### src/rtl/color_centroid_if.sv
// Pixel stream from the colour-reduction stage: thresholded HSV pixel,
// its coordinates, and the end-of-frame strobe.
`timescale 1ns/1ps
interface color_centroid_if #(
  parameter int X_W = 11,
  parameter int Y_W = 10
);
  logic           pixel_valid;
  logic [23:0]    tHSV;
  logic [X_W-1:0] hcount;
  logic [Y_W-1:0] vcount;
  logic           frame_end;

  modport master (output pixel_valid, tHSV, hcount, vcount, frame_end);
  modport slave  (input  pixel_valid, tHSV, hcount, vcount, frame_end);
endinterface

### src/rtl/color_centroid.sv
// Colour centroid tracker: counts pixels equal to target_hsv, accumulates
// their coordinates over a frame, and at frame end divides the coordinate
// sums by the count with two parallel restoring dividers (one quotient bit
// per clock). Optional bounding-box outputs: define COLOR_CENTROID_BBOX_EN.
`timescale 1ns/1ps
module color_centroid #(
  parameter int X_W   = 11,
  parameter int Y_W   = 10,
  parameter int CNT_W = 20
) (
  input  logic             clk,
  input  logic             rst_n,
  color_centroid_if.slave  pix,
  input  logic [23:0]      target_hsv,
  output logic             match,
  output logic [X_W-1:0]   centroid_x,
  output logic [Y_W-1:0]   centroid_y,
  output logic [CNT_W-1:0] match_count,
  output logic             result_valid,
  output logic             found,
  output logic             busy,
`ifdef COLOR_CENTROID_BBOX_EN
  output logic [X_W-1:0]   bbox_xmin,
  output logic [X_W-1:0]   bbox_xmax,
  output logic [Y_W-1:0]   bbox_ymin,
  output logic [Y_W-1:0]   bbox_ymax,
`endif
  output logic             overrun
);

  localparam int SX_W = X_W + CNT_W;
  localparam int SY_W = Y_W + CNT_W;
  localparam int IT_W = $clog2(X_W + 2);

  typedef enum logic [1:0] {IDLE, DIVIDE, DONE} state_t;

  state_t           state;
  logic [IT_W-1:0]  iter;

  // Running per-frame accumulators
  logic [CNT_W-1:0] cnt, cnt_nxt;
  logic [SX_W-1:0]  sum_x, sx_nxt;
  logic [SY_W-1:0]  sum_y, sy_nxt;

  // Divider operands latched at the accepted frame_end, and working registers.
  // The low X_W dividend bits live in q_* and are replaced by quotient bits.
  logic [CNT_W-1:0] op_cnt;
  logic [SX_W-1:0]  op_sx, sy_ext;
  logic [SY_W-1:0]  op_sy;
  logic [CNT_W-1:0] rem_x, rem_y, rem_x_nxt, rem_y_nxt;
  logic [X_W-1:0]   q_x, q_y;
  logic [CNT_W:0]   trial_x, trial_y;
  logic             ge_x, ge_y;

  logic hit, acc_en, accept;

`ifdef COLOR_CENTROID_BBOX_EN
  logic [X_W-1:0] xmin, xmax, xmin_nxt, xmax_nxt, op_xmin, op_xmax;
  logic [Y_W-1:0] ymin, ymax, ymin_nxt, ymax_nxt, op_ymin, op_ymax;
`endif

  assign sy_ext = SX_W'(op_sy);

  // Match detection, accumulator next values and one divider step
  always_comb begin
    // NOTE: every combinational output gets a default first, so no path leaves it unassigned and no latch is inferred.
    hit     = pix.pixel_valid && (pix.tHSV == target_hsv);
    acc_en  = hit && !(&cnt);   // saturated count freezes sums too
    accept  = pix.frame_end && !busy;
    cnt_nxt = cnt;
    sx_nxt  = sum_x;
    sy_nxt  = sum_y;
    if (acc_en) begin
      cnt_nxt = cnt + CNT_W'(1);
      sx_nxt  = sum_x + SX_W'(pix.hcount);
      sy_nxt  = sum_y + SY_W'(pix.vcount);
    end
    trial_x   = {rem_x, q_x[X_W-1]};
    trial_y   = {rem_y, q_y[X_W-1]};
    ge_x      = trial_x >= {1'b0, op_cnt};
    ge_y      = trial_y >= {1'b0, op_cnt};
    rem_x_nxt = ge_x ? CNT_W'(trial_x - {1'b0, op_cnt}) : CNT_W'(trial_x);
    rem_y_nxt = ge_y ? CNT_W'(trial_y - {1'b0, op_cnt}) : CNT_W'(trial_y);
`ifdef COLOR_CENTROID_BBOX_EN
    xmin_nxt = xmin;
    xmax_nxt = xmax;
    ymin_nxt = ymin;
    ymax_nxt = ymax;
    if (hit) begin
      if (pix.hcount < xmin) xmin_nxt = pix.hcount;
      if (pix.hcount > xmax) xmax_nxt = pix.hcount;
      if (pix.vcount < ymin) ymin_nxt = pix.vcount;
      if (pix.vcount > ymax) ymax_nxt = pix.vcount;
    end
`endif
  end

  // Per-frame accumulation; every frame_end restarts the frame, accepted or not
  always_ff @(posedge clk) begin
    // NOTE: sequential state uses non-blocking assignments so all registers sample pre-edge values.
    if (!rst_n || pix.frame_end) begin
      cnt   <= '0;
      sum_x <= '0;
      sum_y <= '0;
`ifdef COLOR_CENTROID_BBOX_EN
      xmin  <= '1;
      xmax  <= '0;
      ymin  <= '1;
      ymax  <= '0;
`endif
    end else begin
      cnt   <= cnt_nxt;
      sum_x <= sx_nxt;
      sum_y <= sy_nxt;
`ifdef COLOR_CENTROID_BBOX_EN
      xmin  <= xmin_nxt;
      xmax  <= xmax_nxt;
      ymin  <= ymin_nxt;
      ymax  <= ymax_nxt;
`endif
    end
  end

  // Control FSM, divider datapath and registered outputs
  always_ff @(posedge clk) begin
    if (!rst_n) begin
      state        <= IDLE;
      iter         <= '0;
      match        <= 1'b0;
      result_valid <= 1'b0;
      overrun      <= 1'b0;
      busy         <= 1'b0;
      found        <= 1'b0;
      centroid_x   <= '0;
      centroid_y   <= '0;
      match_count  <= '0;
      op_cnt       <= '0;
      op_sx        <= '0;
      op_sy        <= '0;
      rem_x        <= '0;
      rem_y        <= '0;
      q_x          <= '0;
      q_y          <= '0;
`ifdef COLOR_CENTROID_BBOX_EN
      op_xmin      <= '0;
      op_xmax      <= '0;
      op_ymin      <= '0;
      op_ymax      <= '0;
      bbox_xmin    <= '0;
      bbox_xmax    <= '0;
      bbox_ymin    <= '0;
      bbox_ymax    <= '0;
`endif
    end else begin
      match        <= hit;
      result_valid <= 1'b0;
      overrun      <= pix.frame_end && busy;
      case (state)
        DIVIDE: begin
          iter <= iter + IT_W'(1);
          if (iter == '0) begin
            // High dividend bits seed the remainder; valid because quotient < 2^X_W
            rem_x <= op_sx[SX_W-1:X_W];
            q_x   <= op_sx[X_W-1:0];
            rem_y <= sy_ext[SX_W-1:X_W];
            q_y   <= sy_ext[X_W-1:0];
          end else if (iter <= IT_W'(X_W)) begin
            rem_x <= rem_x_nxt;
            rem_y <= rem_y_nxt;
            q_x   <= {q_x[X_W-2:0], ge_x};
            q_y   <= {q_y[X_W-2:0], ge_y};
          end else begin
            match_count  <= op_cnt;
            found        <= (op_cnt != '0);
            if (op_cnt != '0) begin
              centroid_x <= q_x;
              centroid_y <= q_y[Y_W-1:0];
`ifdef COLOR_CENTROID_BBOX_EN
              bbox_xmin  <= op_xmin;
              bbox_xmax  <= op_xmax;
              bbox_ymin  <= op_ymin;
              bbox_ymax  <= op_ymax;
`endif
            end
            result_valid <= 1'b1;
            busy         <= 1'b0;
            state        <= DONE;
          end
        end
        default: begin
          // IDLE and DONE both accept a frame_end and start a new division
          if (accept) begin
            op_cnt  <= cnt_nxt;
            op_sx   <= sx_nxt;
            op_sy   <= sy_nxt;
`ifdef COLOR_CENTROID_BBOX_EN
            op_xmin <= xmin_nxt;
            op_xmax <= xmax_nxt;
            op_ymin <= ymin_nxt;
            op_ymax <= ymax_nxt;
`endif
            iter    <= '0;
            busy    <= 1'b1;
            state   <= DIVIDE;
          end else begin
            state   <= IDLE;
          end
        end
      endcase
    end
  end

endmodule

### src/flat_wrapper.sv
// flat-port wrapper written by rule: the top's interface ports become plain ports
module color_centroid_flat 
#(
  parameter int X_W   = 11,
  parameter int Y_W   = 10,
  parameter int CNT_W = 20
)
  (clk, rst_n, target_hsv, match, centroid_x, centroid_y, match_count, result_valid, found, busy, overrun, pix_pixel_valid, pix_tHSV, pix_hcount, pix_vcount, pix_frame_end);
  color_centroid_if #(.X_W(X_W), .Y_W(Y_W)) pix_i ();
  input  logic clk;
  input  logic rst_n;
  input  logic [23:0] target_hsv;
  output logic match;
  output logic [X_W-1:0] centroid_x;
  output logic [Y_W-1:0] centroid_y;
  output logic [CNT_W-1:0] match_count;
  output logic result_valid;
  output logic found;
  output logic busy;
  output logic overrun;
  input wire logic [$bits(pix_i.pixel_valid)-1:0] pix_pixel_valid;
  input wire logic [$bits(pix_i.tHSV)-1:0] pix_tHSV;
  input wire logic [$bits(pix_i.hcount)-1:0] pix_hcount;
  input wire logic [$bits(pix_i.vcount)-1:0] pix_vcount;
  input wire logic [$bits(pix_i.frame_end)-1:0] pix_frame_end;
  assign pix_i.pixel_valid = pix_pixel_valid;
  assign pix_i.tHSV = pix_tHSV;
  assign pix_i.hcount = pix_hcount;
  assign pix_i.vcount = pix_vcount;
  assign pix_i.frame_end = pix_frame_end;
  color_centroid #(.X_W(X_W), .Y_W(Y_W), .CNT_W(CNT_W)) u_core (.clk(clk), .rst_n(rst_n), .pix(pix_i), .target_hsv(target_hsv), .match(match), .centroid_x(centroid_x), .centroid_y(centroid_y), .match_count(match_count), .result_valid(result_valid), .found(found), .busy(busy), .overrun(overrun));
endmodule
### config.mk
export PLATFORM = sky130hd
export DESIGN_NAME = color_centroid_flat
export DESIGN_NICKNAME = d
export VERILOG_FILES = /design/src/rtl/color_centroid_if.sv /design/src/rtl/color_centroid.sv /design/src/flat_wrapper.sv
export SDC_FILE = /design/constraint.sdc
export NUM_CORES = 1
export LEC_CHECK = 0
export ABC_AREA = 1
export CORE_MARGIN = 4
export CORE_UTILIZATION = 40
export DETAILED_ROUTE_END_ITERATION = 16
export SYNTH_ARGS = -nofsm -noshare
export SYNTH_HDL_FRONTEND = slang
export SYNTH_SLANG_ARGS = --single-unit
export TNS_END_PERCENT = 100
### constraint.sdc
create_clock -name clk -period 2.96 [get_ports clk]
set_input_delay 0.592 -clock clk [delete_from_list [all_inputs] [get_ports clk]]
set_output_delay 0.592 -clock clk [all_outputs]
set_load 0.005 [all_outputs]
# Word-level counts from Yosys, hierarchy flattened
# Index checks and enable logic that the tools add are counted.
# totals
elab_cells	81
latchBits	0
mem_count	0
in_bits	73
ff_bits	276
mem_bits_ro	0
mem_bits_rw	0
# op_classes
muxes	24
n_reduce_logical	20
magnitude_cmp	3
n_bitwise	4
eq_ne	4
add_sub_neg	6
div_mod_pow	0
mul	0
shifts	0
# ops
operator	count
two-way mux 20 bit	7
two-way mux 11 bit	4
greater-or-equal comparator 21 x 20 -> 1 bit	2
subtractor 20 bit	2
adder 31 x 11 -> 31 bit	1
two-way mux 31 bit	1
adder 30 x 10 -> 30 bit	1
two-way mux 30 bit	1
equality test 24 bit	1
adder 20 x 1 -> 20 bit, second input constant	1
AND reduction 20 bit	1
nonzero test 20 bit	1
two-way mux 4 bit	2
two-way mux 1 bit	6
two-way mux 2 bit	3
AND reduction 2 bit	3
AND reduction 3 bit	2
adder 4 x 1 -> 4 bit, second input constant	1
less-or-equal comparator 4 bit, second input constant	1
logical AND 1 bit	4
zero test 4 bit	1
inequality test 2 bit, second input constant	2
NOT 1 bit	4
AND reduction 4 bit	1
5 further kinds	8

# Logic depth before layout (Yosys ltp)
# Gate-level depths: netlist of the first run.
# logic_depth
ltp_word	4
ltp_mapped	16

# Least setup slack after synthesis of the first run
# OpenSTA, ideal clock, no wires.
# synth_path
path_kind	in2reg
start	input port pix_hcount[0]
end	register u_core.op_sx[16]
t_arrival_ns	2.080
n_path_buf	0
slack_ns	0.767
path_stages	14
path_cell_list	ha_1 -> inv_1 -> fa_1 -> inv_1 -> nand3_1 -> nand2_1 -> nand3_1 -> nand3_1 -> nand2_1 -> xnor2_1 -> nand2_1 -> nand2_1 -> nand2_1 -> nand2_1
# synth_via
elab_chain_len	2
# synth_rtl
item	line	source
start: declaration	flat_wrapper.sv:23	input wire logic [$bits(pix_i.hcount)-1:0] pix_hcount;
adder 31 x 11 -> 31 bit	color_centroid.sv:75	sx_nxt = sum_x + SX_W'(pix.hcount);
two-way mux 31 bit	color_centroid.sv:73	if (acc_en) begin
end signal: assignment	color_centroid.sv:194	op_sx <= sx_nxt;
end: declaration	color_centroid.sv:48	logic [SX_W-1:0] op_sx, sy_ext;
# No other way between the ends.
# A chain may end at the register's enable or synchronous reset.

# Worst setup path in the final report of the first run
# layout_path
start	register u_core.op_cnt[2]
end	register u_core.rem_y[1]
# layout_via
elab_chain_len	4
# layout_rtl
item	line	source
start: declaration	color_centroid.sv:47	logic [CNT_W-1:0] op_cnt;
start signal: assignment	color_centroid.sv:193	op_cnt <= cnt_nxt;
greater-or-equal comparator 21 x 20 -> 1 bit	color_centroid.sv:81	ge_y = trial_y >= {1'b0, op_cnt};
two-way mux 20 bit	color_centroid.sv:83	rem_y_nxt = ge_y ? CNT_W'(trial_y - {1'b0, op_cnt}) : CNT_W'(trial_y);
two-way mux 20 bit	color_centroid.sv:167	end else if (iter <= IT_W'(X_W)) begin
two-way mux 20 bit	color_centroid.sv:161	if (iter == '0) begin
end signal: assignment	color_centroid.sv:165	rem_y <= sy_ext[SX_W-1:X_W];
end signal: assignment	color_centroid.sv:169	rem_y <= rem_y_nxt;
end: declaration	color_centroid.sv:50	logic [CNT_W-1:0] rem_x, rem_y, rem_x_nxt, rem_y_nxt;
# No other way between the ends. The select of a mux whose other input is x is not followed.

==> results of run 1 <==
## cell type report
class                      instances  area share
tap                              577     0.03540
sequential                       276      0.2709
clock buffer                      49     0.04994
clock inverter                    11    0.008405
timing repair buffer             162     0.07755
multi-input combinational       2070      0.4897
inverter                         370     0.06810
## per-stage QoR
stage | hold WS [ns] | setup slack (ns) | total power, W | instances
detailed placement | 0.4390 | 0.07413 | 0.004554 | 3455
CTS | 0.4235 | 0.4125 | 0.008979 | 3515
global route | 0.4702 | 0.1429 | 0.009217 | 3515
finish | 0.4510 | 0.3984 | 0.008879 | 3515
global placement | 0.4359 | 0.05170 | 0.004551 | 3455
floorplan | 0.4258 | 0.7672 | 0.004246 | 2799
## state kept, by name, summed over array words and instances (netlist names)
register,flops
u_core.op_sx,31
u_core.sum_x,31
u_core.op_sy,30
u_core.sum_y,30
u_core.cnt,20
u_core.match_count,20
u_core.op_cnt,20
u_core.rem_x,20
u_core.rem_y,20
u_core.centroid_x,11
u_core.q_x,11
u_core.q_y,11
u_core.centroid_y,10
u_core.iter,4
u_core.state,2
u_core.busy,1
u_core.found,1
u_core.match,1
u_core.overrun,1
u_core.result_valid,1
## worst reg2reg max path, stage by stage (launching register included)
cell                      delay [ns]
sky130_fd_sc_hd__dfxtp_1        0.33
sky130_fd_sc_hd__inv_1          0.18
sky130_fd_sc_hd__ha_1           0.43
sky130_fd_sc_hd__nand2_1        0.09
sky130_fd_sc_hd__inv_1          0.11
sky130_fd_sc_hd__nand3_1        0.10
sky130_fd_sc_hd__nor2_1         0.11
sky130_fd_sc_hd__nand2_1        0.06
sky130_fd_sc_hd__nor2_1         0.19
sky130_fd_sc_hd__nor2_4         0.05
sky130_fd_sc_hd__buf_4          0.21
sky130_fd_sc_hd__a21oi_4        0.36
sky130_fd_sc_hd__nand2_1        0.10
sky130_fd_sc_hd__nand3_1        0.09
sky130_fd_sc_hd__nand2_1        0.05
sky130_fd_sc_hd__inv_1          0.05
## worst max-delay path by stage
| stage | startpoint | to | slack [ns] | cells after the start |
|---|---|---|---|---|
| 2_1_floorplan | pix_hcount[0] | u_core.op_sx[16]$_SDFFE_PN0P_ | 0.77 | 14 |
| 4_1_cts | u_core.cnt[0]$_SDFF_PP0_ | u_core.op_sy[19]$_SDFFE_PN0P_ | 0.41 | 11 |
| 3_5_place_dp | pix_hcount[0] | u_core.op_sx[20]$_SDFFE_PN0P_ | 0.07 | 16 |
| 3_3_place_gp | pix_vcount[8] | u_core.op_sy[18]$_SDFFE_PN0P_ | 0.05 | 13 |
| 6_report | u_core.op_cnt[2]$_SDFFE_PN0P_ | u_core.rem_y[1]$_SDFFE_PN0P_ | 0.40 | 15 |
| 5_1_grt | u_core.op_cnt[18]$_SDFFE_PN0P_ | u_core.rem_y[2]$_SDFFE_PN0P_ | 0.14 | 15 |
## cells in the final DEF (no fill, tap or decap), types with 33 or more instances in the layout
| master | count |
|---|---|
| sky130_fd_sc_hd__a21oi_1 | 135 |
| sky130_fd_sc_hd__buf_4 | 38 |
| sky130_fd_sc_hd__clkbuf_16 | 35 |
| sky130_fd_sc_hd__clkdlybuf4s50_1 | 117 |
| sky130_fd_sc_hd__dfxtp_1 | 276 |
| sky130_fd_sc_hd__ha_1 | 64 |
| sky130_fd_sc_hd__inv_1 | 362 |
| sky130_fd_sc_hd__nand2_1 | 1025 |
| sky130_fd_sc_hd__nand3_1 | 202 |
| sky130_fd_sc_hd__nand4_1 | 59 |
| sky130_fd_sc_hd__nor2_1 | 268 |
| sky130_fd_sc_hd__nor3_1 | 33 |
| sky130_fd_sc_hd__o21ai_0 | 70 |
| sky130_fd_sc_hd__xor2_1 | 38 |
## per-layer routing
metal  global-route usage  vias up  share of wire
li1                     -     9135              -
met1               0.3551     8171           0.49
met2               0.3837      455           0.43
met3              0.02363       80          0.048
met4              0.06571        0          0.025
met5                    0        -              0
## logic make-up after synthesis
kind of cell	count (synthesis)
buffers and inverters	453
AOI/OAI and AO/OA	293
DFF	276
adders and majority gates	68
and+or+nand+nor	1649
xor gates and xnor gates	60
## power breakdown
part / switching (W) / total, W / internal [W]
Sequential: 0.0000291 / 0.00378 / 0.00375
Clock: 0.00165 / 0.00440 / 0.00275
Combinational: 0.000450 / 0.000700 / 0.000250
Total: 0.00213 / 0.00888 / 0.00675
==> results.cfg, run 1 <==
[die]
floorplan.core_area_mm2 = 0.04232
chipWidth_um = 215.9
dieHeight_um = 215.9
core.rowCount = 75
initial_core_util = 0.4087
floorplan.io_pins = 119
design.die.area_mm2 = 0.04663

[synth]
synth_nets = 2940
synth_area_mm2 = 0.01730
synth_top_family_by_area = simple AND/OR/NAND/NOR gates
number_of_enable_type_register_cells_in_the_synthesized_netlist = 0
synthesis.instances = 2799
async_flop_share = 0
ys_warn_count = 0
synth.lib_cells_used.distinct = 49
yosys.area_share.adder = 0.05093
post_synth_mux_area_share = 0
synth_largest_type_area_fraction = 0.3194
syn_avg_cell_area_um2 = 6.180
post_synth_and_or_nand_nor_area_fraction = 0.3968
synth_common_cells = sky130_fd_sc_hd__nand2_1, sky130_fd_sc_hd__inv_1, sky130_fd_sc_hd__dfxtp_1
yosys.cell_count.top_type = sky130_fd_sc_hd__nand2_1
synth_seq_cells = 276
synth_compound_gate_area_share = 0.09816
synth_area_leaders = sky130_fd_sc_hd__dfxtp_1, sky130_fd_sc_hd__nand2_1, sky130_fd_sc_hd__inv_1, sky130_fd_sc_hd__nor2_1, sky130_fd_sc_hd__nand3_1
synth_ff_type = sky130_fd_sc_hd__dfxtp_1
synth-xor-area-share = 0.03038
synth.largest_area_cell = sky130_fd_sc_hd__dfxtp_1
fraction_of_the_yosys_area_taken_by_sequential_cells = 0.3194

[place]
gp_congestion = 0.9585
sum_of_net_half_perimeters_after_detailed_placement_mm = 45.43
port_buffers = 118
placedInstanceArea_mm2 = 0.01920

[timing]
worst_slew_margin_rel = 0.4851
fin_clk_skew_ns = 0.01729
slew_viol_final = 0
post-route-period-util = 0.8654
setup_viol = 0
timing_hold_violations_final = 0
final.min_clock_period_ns = 2.562
achievable-frequency_ghz = 0.3904
worst_pin_slew_ns = 0.7696
grt_setup_unrepaired = no
fin_tns_setup_ns = 0

[setup_path]
worstReg2RegStart = u_core.op_cnt[2]$_SDFFE_PN0P_
ff2ff_path_depth = 15
critPathArrivalTime_ns = 3.03
sort_of_element_at_the_end_of_the_critical_path = flip-flop
slowest_stage = sky130_fd_sc_hd__ha_1
crit_path_cell_trace = inv_1, ha_1, nand2_1, inv_1, nand3_1, nor2_1, nand2_1, nor2_1, nor2_4, buf_4, a21oi_4, nand2_1, nand3_1, nand2_1, inv_1
timing.critical_path.required_ns = 3.43
crit_path_max_incr_delay_ns = 0.43
worst-r2r-setup-slack_ns = 0.40
critical_path_class = flip-flop to flip-flop
cp_max_fo = 16
timing.critical_path.mode_cell = sky130_fd_sc_hd__nand2_1
crit-reg2reg-capture = u_core.rem_y[1]$_SDFFE_PN0P_
worst_path_dominant_cell_family = simple AND/OR/NAND/NOR gates
critPathLaunchType = flip-flop
cp.buffers_inverters = 4

[clocking]
clkSinkCount = 276
post_cts_resize_count = 0
clk_path_buf_depth = 3
insertion_delay_ns = 0.53
cts-hold-fix-buffers = 0
clock_tree_from_tritoncts = done
cts_post_setup_buffers_inserted = 0
cts_buffers = 35
root_buffer = sky130_fd_sc_hd__clkbuf_16
clock_tree.htree_level_count = 2
clkSlewWorstSetupHoldPaths_ns = 0.06

[layout]
num-nets-final = 3056
antenna_cells = 0
final_layout_size_suffix_gt1_frac = 0.04799
final_util = 0.4819
layout.area.seq_mm2 = 0.005525
multi_input_area_mm2 = 0.009987
layout.filler_cells = 4437
postLayoutCellArea_mm2 = 0.02039
flow.area_growth_from_synthesis_pct = 17.91

[drt]
wirelength_mm = 58.00
wl_per_cell_um = 16.50
dr_total_vias = 17840
route.detailed.drc = 0
ant_nets = 0
avgViaCountPerCell = 5.076
initialDrtViolationCount = 1403
detailedRoute.firstPassIterationCount = 6

[flow_run]
max-cap-violations = 0

[power]
p_leak_nw = 9.690
power_density_mw_per_mm2 = 435.4
max-vdd-ir-drop_v = 0.0003076

[global_route]
via_count_of_the_first_global_routing_pass = 16870
grt_first_pass_wirelength_mm = 92.81
maximum_number_of_pins_on_one_net_before_global_route_repair = 64
antenna_found_initial = 0
tot_gr_track_use = 0.2431
grt.overflow.total = 0

[min_path]
hold_path_class = flip-flop to flip-flop
whs_endpoint = u_core.op_sy[22]$_SDFFE_PN0P_
number_of_cells_on_the_worst_hold_path = 2
hold_start = u_core.op_sy[22]$_SDFFE_PN0P_

[outcome]
outcome = finished clean
No activity file was read; power rests on OpenSTA's default activity.
==> inputs of run 2 (changes only) <==
Settings changed: CTS_BUF_LIST set to sky130_fd_sc_hd__clkbuf_2.
==> results.cfg, run 2 (synthesized netlist as in run 1, its figures left out) <==
[outcome]
outcome = finished clean

[layout]
layout.area.seq_mm2 = 0.005525
reg.largest.list = u_core.op_sx x31, u_core.sum_x x31
num-nets-final = 3100
mostFrequentLayoutCell = sky130_fd_sc_hd__nand2_1
final_layout_size_suffix_gt1_frac = 0.06903
layout_common_cells = sky130_fd_sc_hd__nand2_1, sky130_fd_sc_hd__inv_1, sky130_fd_sc_hd__dfxtp_1
layout.filler_cells = 4528
flow.area_growth_from_synthesis_pct = 15.24
multi_input_area_mm2 = 0.009987

[clocking]
clock_tree_from_tritoncts = done
cts_buffers = 78
insertion_delay_ns = 0.98
root_buffer = sky130_fd_sc_hd__clkbuf_2
cts_post_setup_buffers_inserted = 0
clkSinkCount = 276
clkSlewWorstSetupHoldPaths_ns = 0.10
clock_tree.htree_level_count = 3
post_cts_resize_count = 0
clk_path_buf_depth = 3
cts-hold-fix-buffers = 1

[setup_path]
worstReg2RegStart = u_core.op_cnt[3]$_SDFFE_PN0P_
crit_path_end = u_core.rem_x[3]$_SDFFE_PN0P_
timing.critical_path.required_ns = 3.88
critPathLaunchType = flip-flop
cp_max_fo = 17
worst-r2r-setup-slack_ns = 0.39
crit-reg2reg-capture = u_core.rem_x[3]$_SDFFE_PN0P_
worstSetupStartpoint = u_core.op_cnt[3]$_SDFFE_PN0P_
critical_path_class = flip-flop to flip-flop
ff2ff_path_depth = 15
critPathArrivalTime_ns = 3.49
sort_of_element_at_the_end_of_the_critical_path = flip-flop

[timing]
whs_ns = 0.2845
timing_hold_violations_final = 0
final.min_clock_period_ns = 2.567
slew_viol_final = 0
fin_tns_setup_ns = 0
post-route-period-util = 0.8671
worst_pin_slew_ns = 0.7666
achievable-frequency_ghz = 0.3896
setup_viol = 0
fin_clk_skew_ns = 0.08110
grt_setup_unrepaired = no
worst_slew_margin_rel = 0.4871
post-route-worst-setup-slack_ns = 0.3933

[drt]
dr.max_layer_used = met4
route.detailed.drc = 0
dr_total_vias = 18120
route.met3.wl_mm = 3.303
wirelength_mm = 58.43
met2_length_mm = 25.41
met1Wirelength_mm = 28.40
initialDrtViolationCount = 1379
wl_per_cell_um = 16.27
detailedRoute.firstPassIterationCount = 6
ant_nets = 0
avgViaCountPerCell = 5.044

[power]
power_density_mw_per_mm2 = 369.5
p_leak_nw = 9.655
max-vdd-ir-drop_v = 0.0002044
fin_total_pwr_w = 0.007365

[global_route]
antenna_found_initial = 2
grt.overflow.total = 0
maximum_number_of_pins_on_one_net_before_global_route_repair = 64
grt_first_pass_wirelength_mm = 93.09
via_count_of_the_first_global_routing_pass = 17260
tot_gr_track_use = 0.2451

[flow_run]
max-cap-violations = 0

[place]
sum_of_net_half_perimeters_after_detailed_placement_mm = 45.43
port_buffers = 118
dp_worst_setup_slack_ns = 0.07413
gp_congestion = 0.9585

[die]
floorplan.core_area_mm2 = 0.04232
core.rowCount = 75
chipWidth_um = 215.9
initial_core_util = 0.4087
dieHeight_um = 215.9
design.die.area_mm2 = 0.04663
floorplan.io_pins = 119

[min_path]
hold_path_class = primary input to flip-flop
## run 2: area by class of cell
cell class / count / area share
multi-input combinational: 2070 / 0.5010
sequential: 276 / 0.2772
timing repair buffer: 163 / 0.07984
inverter: 370 / 0.06968
tap: 577 / 0.03622
clock buffer: 117 / 0.02938
clock inverter: 17 / 0.006403
antenna: 2 / 0.0002511
## run 2: per-layer routing
| metal | GRT usage | vias up |
|---|---|---|
| met5 | 0 | - |
| met4 | 0.08108 | 0 |
| met3 | 0.03797 | 67 |
| met2 | 0.3823 | 516 |
| met1 | 0.3472 | 8282 |
| li1 | - | 9252 |
## run 2: how the worst min path moves through the flow
stage / from / end / depth (start not counted)
final: pix_frame_end / u_core.overrun$_SDFF_PN0_ / 3
after global routing: pix_frame_end / u_core.overrun$_SDFF_PN0_ / 3
after CTS: pix_frame_end / u_core.overrun$_SDFF_PN0_ / 3
after detailed placement: u_core.op_cnt[5]$_SDFFE_PN0P_ / u_core.op_cnt[5]$_SDFFE_PN0P_ / 2
after global placement: u_core.op_cnt[5]$_SDFFE_PN0P_ / u_core.op_cnt[5]$_SDFFE_PN0P_ / 2
after floorplan: u_core.op_cnt[2]$_SDFFE_PN0P_ / u_core.op_cnt[2]$_SDFFE_PN0P_ / 2
## run 2: per-stage QoR
step / area (µm²) / utilization / cells
3_3_place_gp: 19200 / 0.4538 / 3455
6_report: 19930 / 0.4710 / 3592
2_1_floorplan: 17300 / - / 2799
3_5_place_dp: 19200 / 0.4538 / 3455
5_1_grt: 19930 / 0.4710 / 3592
4_1_cts: 19930 / 0.4709 / 3590
## run 2: report_power, final
group	internal (W)	switching (W)
clock	0.00122	0.00167
sequential	0.00374	0.0000287
combinational	0.000251	0.000451
## run 2: critical path: stages, from the launching register on
cell                      delay, ns
sky130_fd_sc_hd__dfxtp_1       0.31
sky130_fd_sc_hd__inv_1         0.27
sky130_fd_sc_hd__ha_1          0.38
sky130_fd_sc_hd__nand2_2       0.16
sky130_fd_sc_hd__inv_1         0.05
sky130_fd_sc_hd__nand2_1       0.08
sky130_fd_sc_hd__nand3_1       0.15
sky130_fd_sc_hd__nand2_1       0.12
sky130_fd_sc_hd__nand2_2       0.11
sky130_fd_sc_hd__nand2_4       0.09
sky130_fd_sc_hd__nand2_4       0.15
sky130_fd_sc_hd__nor2_1        0.36
sky130_fd_sc_hd__nand2_1       0.09
sky130_fd_sc_hd__nand3_1       0.08
sky130_fd_sc_hd__nand2_1       0.05
sky130_fd_sc_hd__inv_1         0.05
==> inputs of run 3 (changes only) <==
Settings changed: ABC_AREA 1 to not set, SLEW_MARGIN set to 5.
==> results.cfg, run 3 <==
[timing]
worst_slew_margin_rel = 0.2836
grt_setup_unrepaired = yes
worst_pin_slew_ns = 1.073
achievable-frequency_ghz = 0.3483
post-route-worst-setup-slack_ns = 0.08877
setup_viol = 0
post-route-period-util = 0.9700
slew_viol_final = 0
final.min_clock_period_ns = 2.871
timing_hold_violations_final = 0
fin_clk_skew_ns = 0.07688

[layout]
reg.largest.list = u_core.op_sx x31, u_core.sum_x x31
layout_common_cells = sky130_fd_sc_hd__dfxtp_1, sky130_fd_sc_hd__nor2_1, sky130_fd_sc_hd__a21oi_1
final_util = 0.5031
final_cells = 2358
layout.filler_cells = 3305
flow.area_growth_from_synthesis_pct = 23.46
num-nets-final = 1992
mostFrequentLayoutCell = sky130_fd_sc_hd__dfxtp_1
final_layout_size_suffix_gt1_frac = 0.1498
postLayoutCellArea_mm2 = 0.01700

[place]
sum_of_net_half_perimeters_after_detailed_placement_mm = 27.69
dp.cells = 2214
port_buffers = 118
placedInstanceArea_mm2 = 0.01615
dp_worst_setup_slack_ns = -0.6452
gp_congestion = 0.9075

[power]
p_leak_nw = 6.800
power_density_mw_per_mm2 = 524.0
max-vdd-ir-drop_v = 0.0002046
fin_total_pwr_w = 0.008907

[global_route]
tot_gr_track_use = 0.2017
grt.overflow.total = 0
via_count_of_the_first_global_routing_pass = 12290
maximum_number_of_pins_on_one_net_before_global_route_repair = 81
antenna_found_initial = 1
grt_first_pass_wirelength_mm = 63.20

[synth]
synth_largest_type_area_fraction = 0.4013
fraction_of_the_yosys_area_taken_by_sequential_cells = 0.4013
synth_common_cells = sky130_fd_sc_hd__dfxtp_1, sky130_fd_sc_hd__nor2_1, sky130_fd_sc_hd__a21oi_1
ys_warn_count = 0
synth_seq_cells = 276
synth_area_leaders = sky130_fd_sc_hd__dfxtp_1, sky130_fd_sc_hd__nor2_1, sky130_fd_sc_hd__ha_1, sky130_fd_sc_hd__xnor2_1, sky130_fd_sc_hd__a21oi_1
synth_area_mm2 = 0.01377
synth_nets = 1753
yosys.cell_count.top_type = sky130_fd_sc_hd__dfxtp_1
synthesis.instances = 1612
syn_avg_cell_area_um2 = 8.540
synth.lib_cells_used.distinct = 66
synth.largest_area_cell = sky130_fd_sc_hd__dfxtp_1
number_of_enable_type_register_cells_in_the_synthesized_netlist = 0
async_flop_share = 0
synth_ff_type = sky130_fd_sc_hd__dfxtp_1

[setup_path]
worst-r2r-setup-slack_ns = 0.09
worstReg2RegStart = u_core.op_cnt[1]$_SDFFE_PN0P_
critical_path_class = flip-flop to flip-flop
worstSetupStartpoint = u_core.op_cnt[1]$_SDFFE_PN0P_
sort_of_element_at_the_end_of_the_critical_path = flip-flop
critPathLaunchType = flip-flop
crit-reg2reg-capture = u_core.rem_x[3]$_SDFFE_PN0P_
critPathArrivalTime_ns = 3.58
cp_max_fo = 5
crit_path_end = u_core.rem_x[3]$_SDFFE_PN0P_
timing.critical_path.required_ns = 3.67
ff2ff_path_depth = 11

[clocking]
clkSinkCount = 276
root_buffer = sky130_fd_sc_hd__clkbuf_2
cts-hold-fix-buffers = 0
cts_buffers = 77
clkSlewWorstSetupHoldPaths_ns = 0.09
insertion_delay_ns = 0.93
clock_tree.htree_level_count = 3
clk_path_buf_depth = 3
clock_tree_from_tritoncts = done

[drt]
initialDrtViolationCount = 803
ant_nets = 0
avgViaCountPerCell = 5.359
detailedRoute.firstPassIterationCount = 7
dr_total_vias = 12640
wirelength_mm = 39.30
wl_per_cell_um = 16.66
route.detailed.drc = 0

[die]
initial_core_util = 0.4075
design.die.area_mm2 = 0.03745
chipWidth_um = 193.5
core.rowCount = 67
floorplan.core_area_mm2 = 0.03378
dieHeight_um = 193.5
floorplan.io_pins = 119

[flow_run]
max-cap-violations = 0

[outcome]
outcome = finished clean

[min_path]
hold_path_class = primary input to flip-flop
run 3: cell types whose count changed in the layout (fill, tap and decap cells not counted), moves of 31 or more:
| cell | previous run | this run |
|---|---|---|
| sky130_fd_sc_hd__nand3_1 | 202 | 40 |
| sky130_fd_sc_hd__nand2_1 | 1025 | 100 |
| sky130_fd_sc_hd__buf_4 | 38 | 119 |
| sky130_fd_sc_hd__inv_1 | 362 | 47 |
| sky130_fd_sc_hd__nand4_1 | 59 | 28 |
| sky130_fd_sc_hd__mux2i_1 | 0 | 52 |
| sky130_fd_sc_hd__a211oi_1 | 2 | 33 |
| sky130_fd_sc_hd__xnor2_1 | 22 | 85 |
run 3: worst max-delay path: stages, from the launching register on:
cell and delay, ns:
sky130_fd_sc_hd__dfxtp_2 0.33, sky130_fd_sc_hd__inv_1 0.07, sky130_fd_sc_hd__ha_1 0.28, sky130_fd_sc_hd__nor2b_1 0.14
sky130_fd_sc_hd__o31a_1 0.26, sky130_fd_sc_hd__o2111ai_2 0.19, sky130_fd_sc_hd__nand2_1 0.10, sky130_fd_sc_hd__or4_4 0.51
sky130_fd_sc_hd__a31oi_4 0.30, sky130_fd_sc_hd__clkbuf_16 0.22, sky130_fd_sc_hd__mux2i_1 0.19, sky130_fd_sc_hd__o22ai_1 0.09
run 3: area by class of cell:
type | instances | area (µm²) | area share
inverter | 49 | 185.2 | 0.01090
antenna | 1 | 2.502 | 0.0001472
clock inverter | 32 | 161.4 | 0.009496
clock buffer | 105 | 525.5 | 0.03092
timing repair buffer | 247 | 2248 | 0.1323
multi-input combinational | 1200 | 7781 | 0.4578
sequential | 276 | 5532 | 0.3255
tap | 448 | 560.5 | 0.03298
run 3: report_power, final:
| part | internal (W) | switching (W) | total [W] |
|---|---|---|---|
| clock network | 0.00106 | 0.00168 | 0.00274 |
| logic | 0.00104 | 0.00112 | 0.00217 |
| registers | 0.00386 | 0.000132 | 0.00400 |
run 3: layer usage:
layer	up-vias	wire, µm	track usage
met5	-	0	0
met2	326	17160	0.3072
met1	5930	19170	0.2833
met4	0	981	0.07553
li1	6315	-	-
met3	66	1981	0.04088
run 3: through the flow:
stage / hold WS, ns / setup TNS (ns)
2_1_floorplan: 0.4349 / 0
3_3_place_gp: 0.4446 / -38.64
3_5_place_dp: 0.4477 / -42.96
4_1_cts: 0.1343 / 0
5_1_grt: 0.1765 / -0.07574
6_report: 0.2346 / 0
run 3: logic make-up (layout without fill, tap and decap cells):
group	Yosys count	after routing	share of synthesized area
and+or+nand+nor	523	523	0.1702
other	0	1	0
adders and majority gates	68	68	0.06398
buffers and inverters	136	433	0.04117
DFF	276	276	0.4013
xor gates and xnor gates	125	125	0.07952
muxes	56	56	0.04099
AOI/OAI and AO/OA	428	428	0.2028
run 3: repair_timing:
item / CTS / global route
gates resized for setup: 0 / 23
buffers inserted: 0 / 5
setup endpoints to repair: 0 / 51
run 3: worst min path at each step:
| stage | slack (ns) | cells after the start | to | start |
|---|---|---|---|---|
| CTS | 0.13 | 4 | u_core.rem_y[14]$_SDFFE_PN0P_ | rst_n |
| finish | 0.23 | 4 | u_core.rem_x[0]$_SDFFE_PN0P_ | rst_n |
| global route | 0.18 | 4 | u_core.rem_x[11]$_SDFFE_PN0P_ | rst_n |
| detailed placement | 0.45 | 2 | u_core.q_x[6]$_SDFFE_PN0P_ | u_core.op_sx[6]$_SDFFE_PN0P_ |
| floorplan | 0.43 | 2 | u_core.q_x[6]$_SDFFE_PN0P_ | u_core.op_sx[6]$_SDFFE_PN0P_ |
| global placement | 0.44 | 2 | u_core.match_count[11]$_SDFFE_PN0P_ | u_core.match_count[11]$_SDFFE_PN0P_ |
